==> src/rtl/axi_lite_vec_pkg.sv <==
// Shared types for the AXI-Lite vector replay master: FSM states, vector
// opcodes, AXI response codes and the fetched-vector record.
package axi_lite_vec_pkg;

  localparam int VEC_ADDR_W = 32;
  localparam int VEC_DATA_W = 32;

  typedef enum logic [2:0] {
    ST_IDLE,
    ST_FETCH,
    ST_AW_W,
    ST_WAIT_B,
    ST_AR,
    ST_WAIT_R,
    ST_NEXT,
    ST_DONE
  } state_e;

  typedef enum logic {
    OP_WRITE = 1'b0,
    OP_READ  = 1'b1
  } op_e;

  localparam logic [1:0] RESP_OKAY   = 2'b00;
  localparam logic [1:0] RESP_EXOKAY = 2'b01;
  localparam logic [1:0] RESP_SLVERR = 2'b10;
  localparam logic [1:0] RESP_DECERR = 2'b11;

  typedef struct packed {
    op_e                   op;
    logic [VEC_ADDR_W-1:0] addr;
    logic [VEC_DATA_W-1:0] data;
    logic                  last;
  } vector_t;

  function automatic logic [15:0] sat_inc16(input logic [15:0] v);
    return (v == 16'hFFFF) ? v : v + 16'd1;
  endfunction

endpackage

==> src/rtl/axi_lite_vector_master_if.sv <==
// AXI-Lite bus between the vector replay master and the slave under test.
interface axi_lite_vector_master_if #(
  parameter int ADDR_W = 32,
  parameter int DATA_W = 32
);
  logic [ADDR_W-1:0]   aw_addr;
  logic                aw_valid;
  logic                aw_ready;
  logic [DATA_W-1:0]   w_data;
  logic [DATA_W/8-1:0] w_strb;
  logic                w_valid;
  logic                w_ready;
  logic [1:0]          b_resp;
  logic                b_valid;
  logic                b_ready;
  logic [ADDR_W-1:0]   ar_addr;
  logic                ar_valid;
  logic                ar_ready;
  logic [DATA_W-1:0]   r_data;
  logic [1:0]          r_resp;
  logic                r_valid;
  logic                r_ready;

  modport master (
    output aw_addr, aw_valid, w_data, w_strb, w_valid, b_ready,
           ar_addr, ar_valid, r_ready,
    input  aw_ready, w_ready, b_resp, b_valid, ar_ready, r_data, r_resp, r_valid
  );

  modport slave (
    input  aw_addr, aw_valid, w_data, w_strb, w_valid, b_ready,
           ar_addr, ar_valid, r_ready,
    output aw_ready, w_ready, b_resp, b_valid, ar_ready, r_data, r_resp, r_valid
  );
endinterface

==> src/rtl/axi_lite_vector_master.sv <==
// Replays a ROM of write / read-compare vectors over AXI-Lite, one transaction
// at a time, and reports pass/fail, error count and the first failing vector.
module axi_lite_vector_master
  import axi_lite_vec_pkg::*;
#(
  parameter int AXI_ADDR_WIDTH = VEC_ADDR_W,
  parameter int AXI_DATA_WIDTH = VEC_DATA_W,
  parameter int VEC_DEPTH      = 256,
  parameter int TIMEOUT        = 1024,
  localparam int IDX_W         = $clog2(VEC_DEPTH)
) (
  input  logic                      clk,
  input  logic                      rst,
  input  logic                      start,
  output logic                      busy,
  output logic                      done,
  output logic                      pass,
  output logic                      timeout,
  output logic [15:0]               err_count,
  output logic [IDX_W-1:0]          first_err_idx,
  output logic [IDX_W-1:0]          vec_idx,
  input  logic                      vec_op,
  input  logic [AXI_ADDR_WIDTH-1:0] vec_addr,
  input  logic [AXI_DATA_WIDTH-1:0] vec_data,
  input  logic                      vec_last,
  axi_lite_vector_master_if.master  axi
);

  localparam int TMO_W = $clog2(TIMEOUT + 1);
  typedef logic [TMO_W-1:0] tmo_t;
  localparam tmo_t TMO_LAST = tmo_t'(TIMEOUT - 1);

  state_e                    state;
  tmo_t                      tmo_cnt;
  logic [AXI_DATA_WIDTH-1:0] exp_data;
  logic                      cur_last;
  vector_t                   fetched;
  logic                      waiting;
  logic                      complete;
  logic                      tmo_abort;
  logic                      log_err;

  assign axi.w_strb = '1;

  always_comb begin
    fetched.op   = op_e'(vec_op);
    fetched.addr = VEC_ADDR_W'(vec_addr);
    fetched.data = VEC_DATA_W'(vec_data);
    fetched.last = vec_last;
  end

  // Each wait state has a single "finished" condition; the timeout only fires
  // when that condition is still false on the last allowed cycle.
  always_comb begin
    waiting  = 1'b0;
    complete = 1'b0;
    log_err  = 1'b0;
    case (state)
      ST_AW_W: begin
        waiting  = 1'b1;
        complete = (!axi.aw_valid || axi.aw_ready) && (!axi.w_valid || axi.w_ready);
      end
      ST_WAIT_B: begin
        waiting  = 1'b1;
        complete = axi.b_valid;
        log_err  = axi.b_valid && (axi.b_resp != RESP_OKAY);
      end
      ST_AR: begin
        waiting  = 1'b1;
        complete = axi.ar_ready;
      end
      ST_WAIT_R: begin
        waiting  = 1'b1;
        complete = axi.r_valid;
        log_err  = axi.r_valid && ((axi.r_resp != RESP_OKAY) || (axi.r_data != exp_data));
      end
      default: ;
    endcase
    tmo_abort = waiting && !complete && (tmo_cnt == TMO_LAST);
    log_err   = log_err || tmo_abort;
  end

  always_ff @(posedge clk) begin
    if (rst) begin
      state         <= ST_IDLE;
      busy          <= 1'b0;
      done          <= 1'b0;
      pass          <= 1'b0;
      timeout       <= 1'b0;
      err_count     <= 16'd0;
      first_err_idx <= '0;
      vec_idx       <= '0;
      tmo_cnt       <= '0;
      exp_data      <= '0;
      cur_last      <= 1'b0;
      axi.aw_addr   <= '0;
      axi.aw_valid  <= 1'b0;
      axi.w_data    <= '0;
      axi.w_valid   <= 1'b0;
      axi.b_ready   <= 1'b0;
      axi.ar_addr   <= '0;
      axi.ar_valid  <= 1'b0;
      axi.r_ready   <= 1'b0;
    end else begin
      if (waiting) tmo_cnt <= complete ? '0 : tmo_cnt + tmo_t'(1);

      if (tmo_abort) begin
        axi.aw_valid <= 1'b0;
        axi.w_valid  <= 1'b0;
        axi.b_ready  <= 1'b0;
        axi.ar_valid <= 1'b0;
        axi.r_ready  <= 1'b0;
        timeout      <= 1'b1;
        state        <= ST_DONE;
      end else begin
        case (state)
          ST_IDLE: if (start) begin
            busy          <= 1'b1;
            done          <= 1'b0;
            pass          <= 1'b0;
            timeout       <= 1'b0;
            err_count     <= 16'd0;
            first_err_idx <= '0;
            vec_idx       <= '0;
            state         <= ST_FETCH;
          end
          // The ROM answers vec_idx one cycle later, so its outputs are valid here.
          ST_FETCH: begin
            exp_data <= AXI_DATA_WIDTH'(fetched.data);
            cur_last <= fetched.last;
            tmo_cnt  <= '0;
            if (fetched.op == OP_READ) begin
              axi.ar_addr  <= AXI_ADDR_WIDTH'(fetched.addr);
              axi.ar_valid <= 1'b1;
              state        <= ST_AR;
            end else begin
              axi.aw_addr  <= AXI_ADDR_WIDTH'(fetched.addr);
              axi.w_data   <= AXI_DATA_WIDTH'(fetched.data);
              axi.aw_valid <= 1'b1;
              axi.w_valid  <= 1'b1;
              state        <= ST_AW_W;
            end
          end
          ST_AW_W: begin
            if (axi.aw_ready) axi.aw_valid <= 1'b0;
            if (axi.w_ready)  axi.w_valid  <= 1'b0;
            if (complete) begin
              axi.b_ready <= 1'b1;
              state       <= ST_WAIT_B;
            end
          end
          ST_WAIT_B: if (axi.b_valid) begin
            axi.b_ready <= 1'b0;
            state       <= ST_NEXT;
          end
          ST_AR: if (axi.ar_ready) begin
            axi.ar_valid <= 1'b0;
            axi.r_ready  <= 1'b1;
            state        <= ST_WAIT_R;
          end
          ST_WAIT_R: if (axi.r_valid) begin
            axi.r_ready <= 1'b0;
            state       <= ST_NEXT;
          end
          ST_NEXT: begin
            if (cur_last || (vec_idx == IDX_W'(VEC_DEPTH - 1))) begin
              state <= ST_DONE;
            end else begin
              vec_idx <= vec_idx + IDX_W'(1);
              state   <= ST_FETCH;
            end
          end
          ST_DONE: begin
            done  <= 1'b1;
            busy  <= 1'b0;
            pass  <= (err_count == 16'd0) && !timeout;
            state <= ST_IDLE;
          end
          default: state <= ST_IDLE;
        endcase
      end

      // Counter never returns to zero once bumped, so zero means "no error yet".
      if (log_err) begin
        err_count <= sat_inc16(err_count);
        if (err_count == 16'd0) first_err_idx <= vec_idx;
      end
    end
  end

endmodule

==> src/flat_wrapper.sv <==
// flat-port wrapper written by rule: the top's interface ports become plain ports
module axi_lite_vector_master_flat import axi_lite_vec_pkg::*;
#(
  parameter int AXI_ADDR_WIDTH = VEC_ADDR_W,
  parameter int AXI_DATA_WIDTH = VEC_DATA_W,
  parameter int VEC_DEPTH      = 256,
  parameter int TIMEOUT        = 1024,
  localparam int IDX_W         = $clog2(VEC_DEPTH)
)
  (clk, rst, start, busy, done, pass, timeout, err_count, first_err_idx, vec_idx, vec_op, vec_addr, vec_data, vec_last, axi_aw_addr, axi_aw_valid, axi_w_data, axi_w_strb, axi_w_valid, axi_b_ready, axi_ar_addr, axi_ar_valid, axi_r_ready, axi_aw_ready, axi_w_ready, axi_b_resp, axi_b_valid, axi_ar_ready, axi_r_data, axi_r_resp, axi_r_valid);
  axi_lite_vector_master_if #(.ADDR_W((32)), .DATA_W((32))) axi_i ();
  input  logic clk;
  input  logic rst;
  input  logic start;
  output logic busy;
  output logic done;
  output logic pass;
  output logic timeout;
  output logic [15:0] err_count;
  output logic [IDX_W-1:0] first_err_idx;
  output logic [IDX_W-1:0] vec_idx;
  input  logic vec_op;
  input  logic [AXI_ADDR_WIDTH-1:0] vec_addr;
  input  logic [AXI_DATA_WIDTH-1:0] vec_data;
  input  logic vec_last;
  output wire logic [$bits(axi_i.aw_addr)-1:0] axi_aw_addr;
  output wire logic [$bits(axi_i.aw_valid)-1:0] axi_aw_valid;
  output wire logic [$bits(axi_i.w_data)-1:0] axi_w_data;
  output wire logic [$bits(axi_i.w_strb)-1:0] axi_w_strb;
  output wire logic [$bits(axi_i.w_valid)-1:0] axi_w_valid;
  output wire logic [$bits(axi_i.b_ready)-1:0] axi_b_ready;
  output wire logic [$bits(axi_i.ar_addr)-1:0] axi_ar_addr;
  output wire logic [$bits(axi_i.ar_valid)-1:0] axi_ar_valid;
  output wire logic [$bits(axi_i.r_ready)-1:0] axi_r_ready;
  input wire logic [$bits(axi_i.aw_ready)-1:0] axi_aw_ready;
  input wire logic [$bits(axi_i.w_ready)-1:0] axi_w_ready;
  input wire logic [$bits(axi_i.b_resp)-1:0] axi_b_resp;
  input wire logic [$bits(axi_i.b_valid)-1:0] axi_b_valid;
  input wire logic [$bits(axi_i.ar_ready)-1:0] axi_ar_ready;
  input wire logic [$bits(axi_i.r_data)-1:0] axi_r_data;
  input wire logic [$bits(axi_i.r_resp)-1:0] axi_r_resp;
  input wire logic [$bits(axi_i.r_valid)-1:0] axi_r_valid;
  assign axi_aw_addr = axi_i.aw_addr;
  assign axi_aw_valid = axi_i.aw_valid;
  assign axi_w_data = axi_i.w_data;
  assign axi_w_strb = axi_i.w_strb;
  assign axi_w_valid = axi_i.w_valid;
  assign axi_b_ready = axi_i.b_ready;
  assign axi_ar_addr = axi_i.ar_addr;
  assign axi_ar_valid = axi_i.ar_valid;
  assign axi_r_ready = axi_i.r_ready;
  assign axi_i.aw_ready = axi_aw_ready;
  assign axi_i.w_ready = axi_w_ready;
  assign axi_i.b_resp = axi_b_resp;
  assign axi_i.b_valid = axi_b_valid;
  assign axi_i.ar_ready = axi_ar_ready;
  assign axi_i.r_data = axi_r_data;
  assign axi_i.r_resp = axi_r_resp;
  assign axi_i.r_valid = axi_r_valid;
  axi_lite_vector_master #(.AXI_ADDR_WIDTH(AXI_ADDR_WIDTH), .AXI_DATA_WIDTH(AXI_DATA_WIDTH), .VEC_DEPTH(VEC_DEPTH), .TIMEOUT(TIMEOUT)) u_core (.clk(clk), .rst(rst), .start(start), .busy(busy), .done(done), .pass(pass), .timeout(timeout), .err_count(err_count), .first_err_idx(first_err_idx), .vec_idx(vec_idx), .vec_op(vec_op), .vec_addr(vec_addr), .vec_data(vec_data), .vec_last(vec_last), .axi(axi_i));
endmodule
==> config.mk <==
export PLATFORM = sky130hd
export DESIGN_NAME = axi_lite_vector_master_flat
export DESIGN_NICKNAME = d
export VERILOG_FILES = /design/src/rtl/axi_lite_vec_pkg.sv /design/src/rtl/axi_lite_vector_master_if.sv /design/src/rtl/axi_lite_vector_master.sv /design/src/flat_wrapper.sv
export SDC_FILE = /design/constraint.sdc
export NUM_CORES = 1
export LEC_CHECK = 0
export BUFFER_PORTS_ARGS = -buffer_cell sky130_fd_sc_hd__clkbuf_2
export CAP_MARGIN = 20
export CORE_ASPECT_RATIO = 0.6
export CORE_MARGIN = 2
export CORE_UTILIZATION = 46
export CTS_CLUSTER_SIZE = 16
export DETAILED_ROUTE_END_ITERATION = 16
export HOLD_SLACK_MARGIN = 0.02
export PLACE_DENSITY = 0.77
export SYNTH_ARGS = -nofsm -noshare
export SYNTH_HDL_FRONTEND = slang
export SYNTH_SLANG_ARGS = --single-unit
==> constraint.sdc <==
create_clock -name clk -period 2.3 [get_ports clk]
set_input_delay 0 -clock clk [delete_from_list [all_inputs] [get_ports clk]]
set_output_delay 0 -clock clk [all_outputs]
set_load 0.05 [all_outputs]
==> flow_summary.yaml <==
routing:
  drt_pass1_iterations: 5
  vias: 7872
  drt-wirelength-per-cell_um: 16.1
  routed_wl_um: 24000
  drt_drc_violations_left: 0
  dr.first_iter.drc_count: 522
  ant_nets: 0
  vias_per_cell: 5.28
clock_tree:
  root_buffer: "clkbuf_16"
  insertion_delay_ns: 0.43
  clk_pin_slew_ns: 0.08
  cts_sinks: 184
  tritoncts: "built"
  htree_num_levels: 4
  cts_buffer_depth: 2
  cts_buffers: 17
floorplanning:
  core_area_um2: 16200
  dieArea_um2: 17500
  die_width_um: 170
  pin_count: 251
  die_h_um: 103
  rows: 36
  start_util: 0.468
layout:
  final_cell_mix: "288 x nand2_1, 245 x clkbuf_2, 179 x dfxtp_1, 146 x a21oi_1, 68 x dlygate4sd3_1"
  drive_above_1_share: 0.268
  fillers: 1362
  area_growth_pct: 39.3
  antenna_cells: 0
  final_common_cell: "nand2_1"
  fin_util: 0.652
  finalNetCount: 1384
  stdcell_count: 1492
worst_setup_path:
  path_delay_family: "simple AND/OR/NAND/NOR gates"
  start_kind: "flop"
  arrival_ns: 2.62
  cp_max_fo: 6
  reg2reg_depth: 9
  crit_path_end_kind: "flop"
  crit_buf_inv: 1
  cp_data_required_time_ns: 2.67
  slowest_stage: "or4_4"
  critPathMaxStageDelay_ns: 0.47
  cp_cell_sequence: "ha_4, nand4_1, nor3_2, nand2_1, o32ai_2, o21ba_4, buf_8, or4_4, a21oi_2"
  criticalPathCategory: "flop to flop"
  cp.depth: 9
place:
  dp_hpwl_um: 15900
  routabilityCongestion: 0.921
  place_inst: 1389
  portBuffers: 246
sta:
  fmax_mhz: 444
  slew_violations: 0
  tns_ns: 0
  slew_headroom: 0.570
  fin_crit_sh: 0.978
  hold-worst-slack_ns: 0.0916
  max_slew.worst_pin.slew_ns: 0.644
  final_hold_viol_count: 0
  fin_skew_ns: 0.0159
  setup_viol: 0
  fin_crit_ns: 2.25
  rsz0062_at_grt: "yes"
global_routing:
  grt_pass1_vias: 7328
  grt_first_pass_wirelength_um: 36600
  antenna_found_initial: 0
  grt_overflow: 0
  grt_usage: 0.264
  grt_max_degree: 79
logic_synthesis:
  netlist_area_um2: 7570
  yosys.area.top_type: "dfxtp_1"
  synth_edf_count: 0
  ys_seq_elements: 184
  post_synth_num_cell_types: 53
  ys_warn_count: 0
  synth.area.top_cells: "dfxtp_1 49%, nand2_1 14%, a21oi_1 9.7%, xor2_1 3.7%, clkbuf_1 2.6%"
  ys.flop_type: "dfxtp_1"
  async_reset_ff_frac: 0
  postSynthCellCount: 960
  ys_seq_area_frac: 0.487
  synth_top_cell_area_share: 0.487
  postSynthAreaPerCell_um2: 7.89
min_path:
  hold_path_depth: 2
  holdCritPathClass: "input port to flop"
pwr:
  p_leak_nw: 4.41
  vdd_drop_max_v: 0.000530
  p_per_area_nw_per_um2: 873
run_status:
  status: "finished, final reports clean"
job:
  cap_violations: 0
[per-stage QoR]
stage                     worst slack, ns  power (W)  instance area (um2)
after floorplan                   0.00670    0.00543                 7580
after global placement             0.0409    0.00616                 9140
after detailed placement          -0.0398    0.00620                 9140
after CTS                         0.00317    0.00923                10400
after global routing              -0.0836    0.00964                10500
final                              0.0500    0.00921                10500
[sequential cells by signal (all words and copies together) (netlist names), 8 cells and up]
| signal | cells |
|---|---|
| u_core.exp_data | 32 |
| u_core.first_err_idx | 8 |
| u_core.err_count | 16 |
| u_core.vec_idx | 8 |
| u_core.axi.w_data | 32 |
| u_core.axi.ar_addr | 32 |
| u_core.axi.aw_addr | 32 |
| u_core.tmo_cnt | 11 |
[routing by layer]
| metal | GRT usage | vias up | share of wire |
|---|---|---|---|
| li1 | - | 3864 | - |
| met1 | 0.349 | 3642 | 0.45 |
| met2 | 0.423 | 335 | 0.45 |
| met3 | 0.0753 | 31 | 0.092 |
| met4 | 0.0861 | 0 | 0.014 |
| met5 | 0 | - | 0 |
[worst paths after layout]
path | slack, ns | endpoint | startpoint
worst max-delay path | 0.05 | u_core.err_count[7] | u_core.tmo_cnt[1]
worst min-delay path | 0.09 | u_core.err_count[7] | rst
worst max register to register | 0.05 | u_core.err_count[7] | u_core.tmo_cnt[1]
worst min register to register | 0.45 | u_core.axi.w_data[31] | u_core.axi.w_data[31]
[layout make-up]
class / instances / area [um2] / area share
clock buffer: 17 / 425 / 0.0404
clock inverter: 15 / 160 / 0.0152
inverter: 18 / 67.6 / 0.00641
multi-input combinational: 697 / 3660 / 0.347
sequential: 184 / 3690 / 0.350
tap: 209 / 262 / 0.0248
timing repair buffer: 352 / 2280 / 0.216
[kinds of logic (layout without fill, tap and decap cells)]
kind of cell / Yosys count / in the layout / synth area share
AO/OA/AOI/OAI: 204 / 204 / 0.152
buffers and inverters: 82 / 402 / 0.0441
adder cells (fa/ha/maj): 4 / 4 / 0.00661
AND/OR/NAND/NOR: 437 / 437 / 0.254
multiplexers: 4 / 4 / 0.00545
other: 1 / 4 / 0.000495
flip-flops: 184 / 184 / 0.487
XOR/XNOR: 44 / 44 / 0.0509
[power breakdown]
| part | internal, W | switching, W | total [W] |
|---|---|---|---|
| clock network | 0.00154 | 0.00139 | 0.00293 |
| registers | 0.00350 | 0.000204 | 0.00370 |
| logic | 0.000767 | 0.00180 | 0.00257 |
[repair_timing]
item | CTS | global route
buffers inserted | 0 | 2
hold buffers | 68 | 0
endpoints found under the hold margin | 133 | 0
setup endpoints to repair | 2 | 22
gates cloned | 0 | 1
pin swaps | 1 | 8
resized for setup | 3 | 20
[cells in the mapped netlist, drive strengths merged (7+ instances only)]
cell / number
nor2: 42
nor4: 12
dfxtp: 184
a21oi: 147
clkbuf: 53
nand2: 289
xnor2: 12
nand3: 14
inv: 18
nor3: 12
buf: 11
o41ai: 10
o21ai: 22
and3: 7
nand4: 12
xor2: 32
nor3b: 11
or3: 10
No activity file was read; power rests on OpenSTA's default activity.
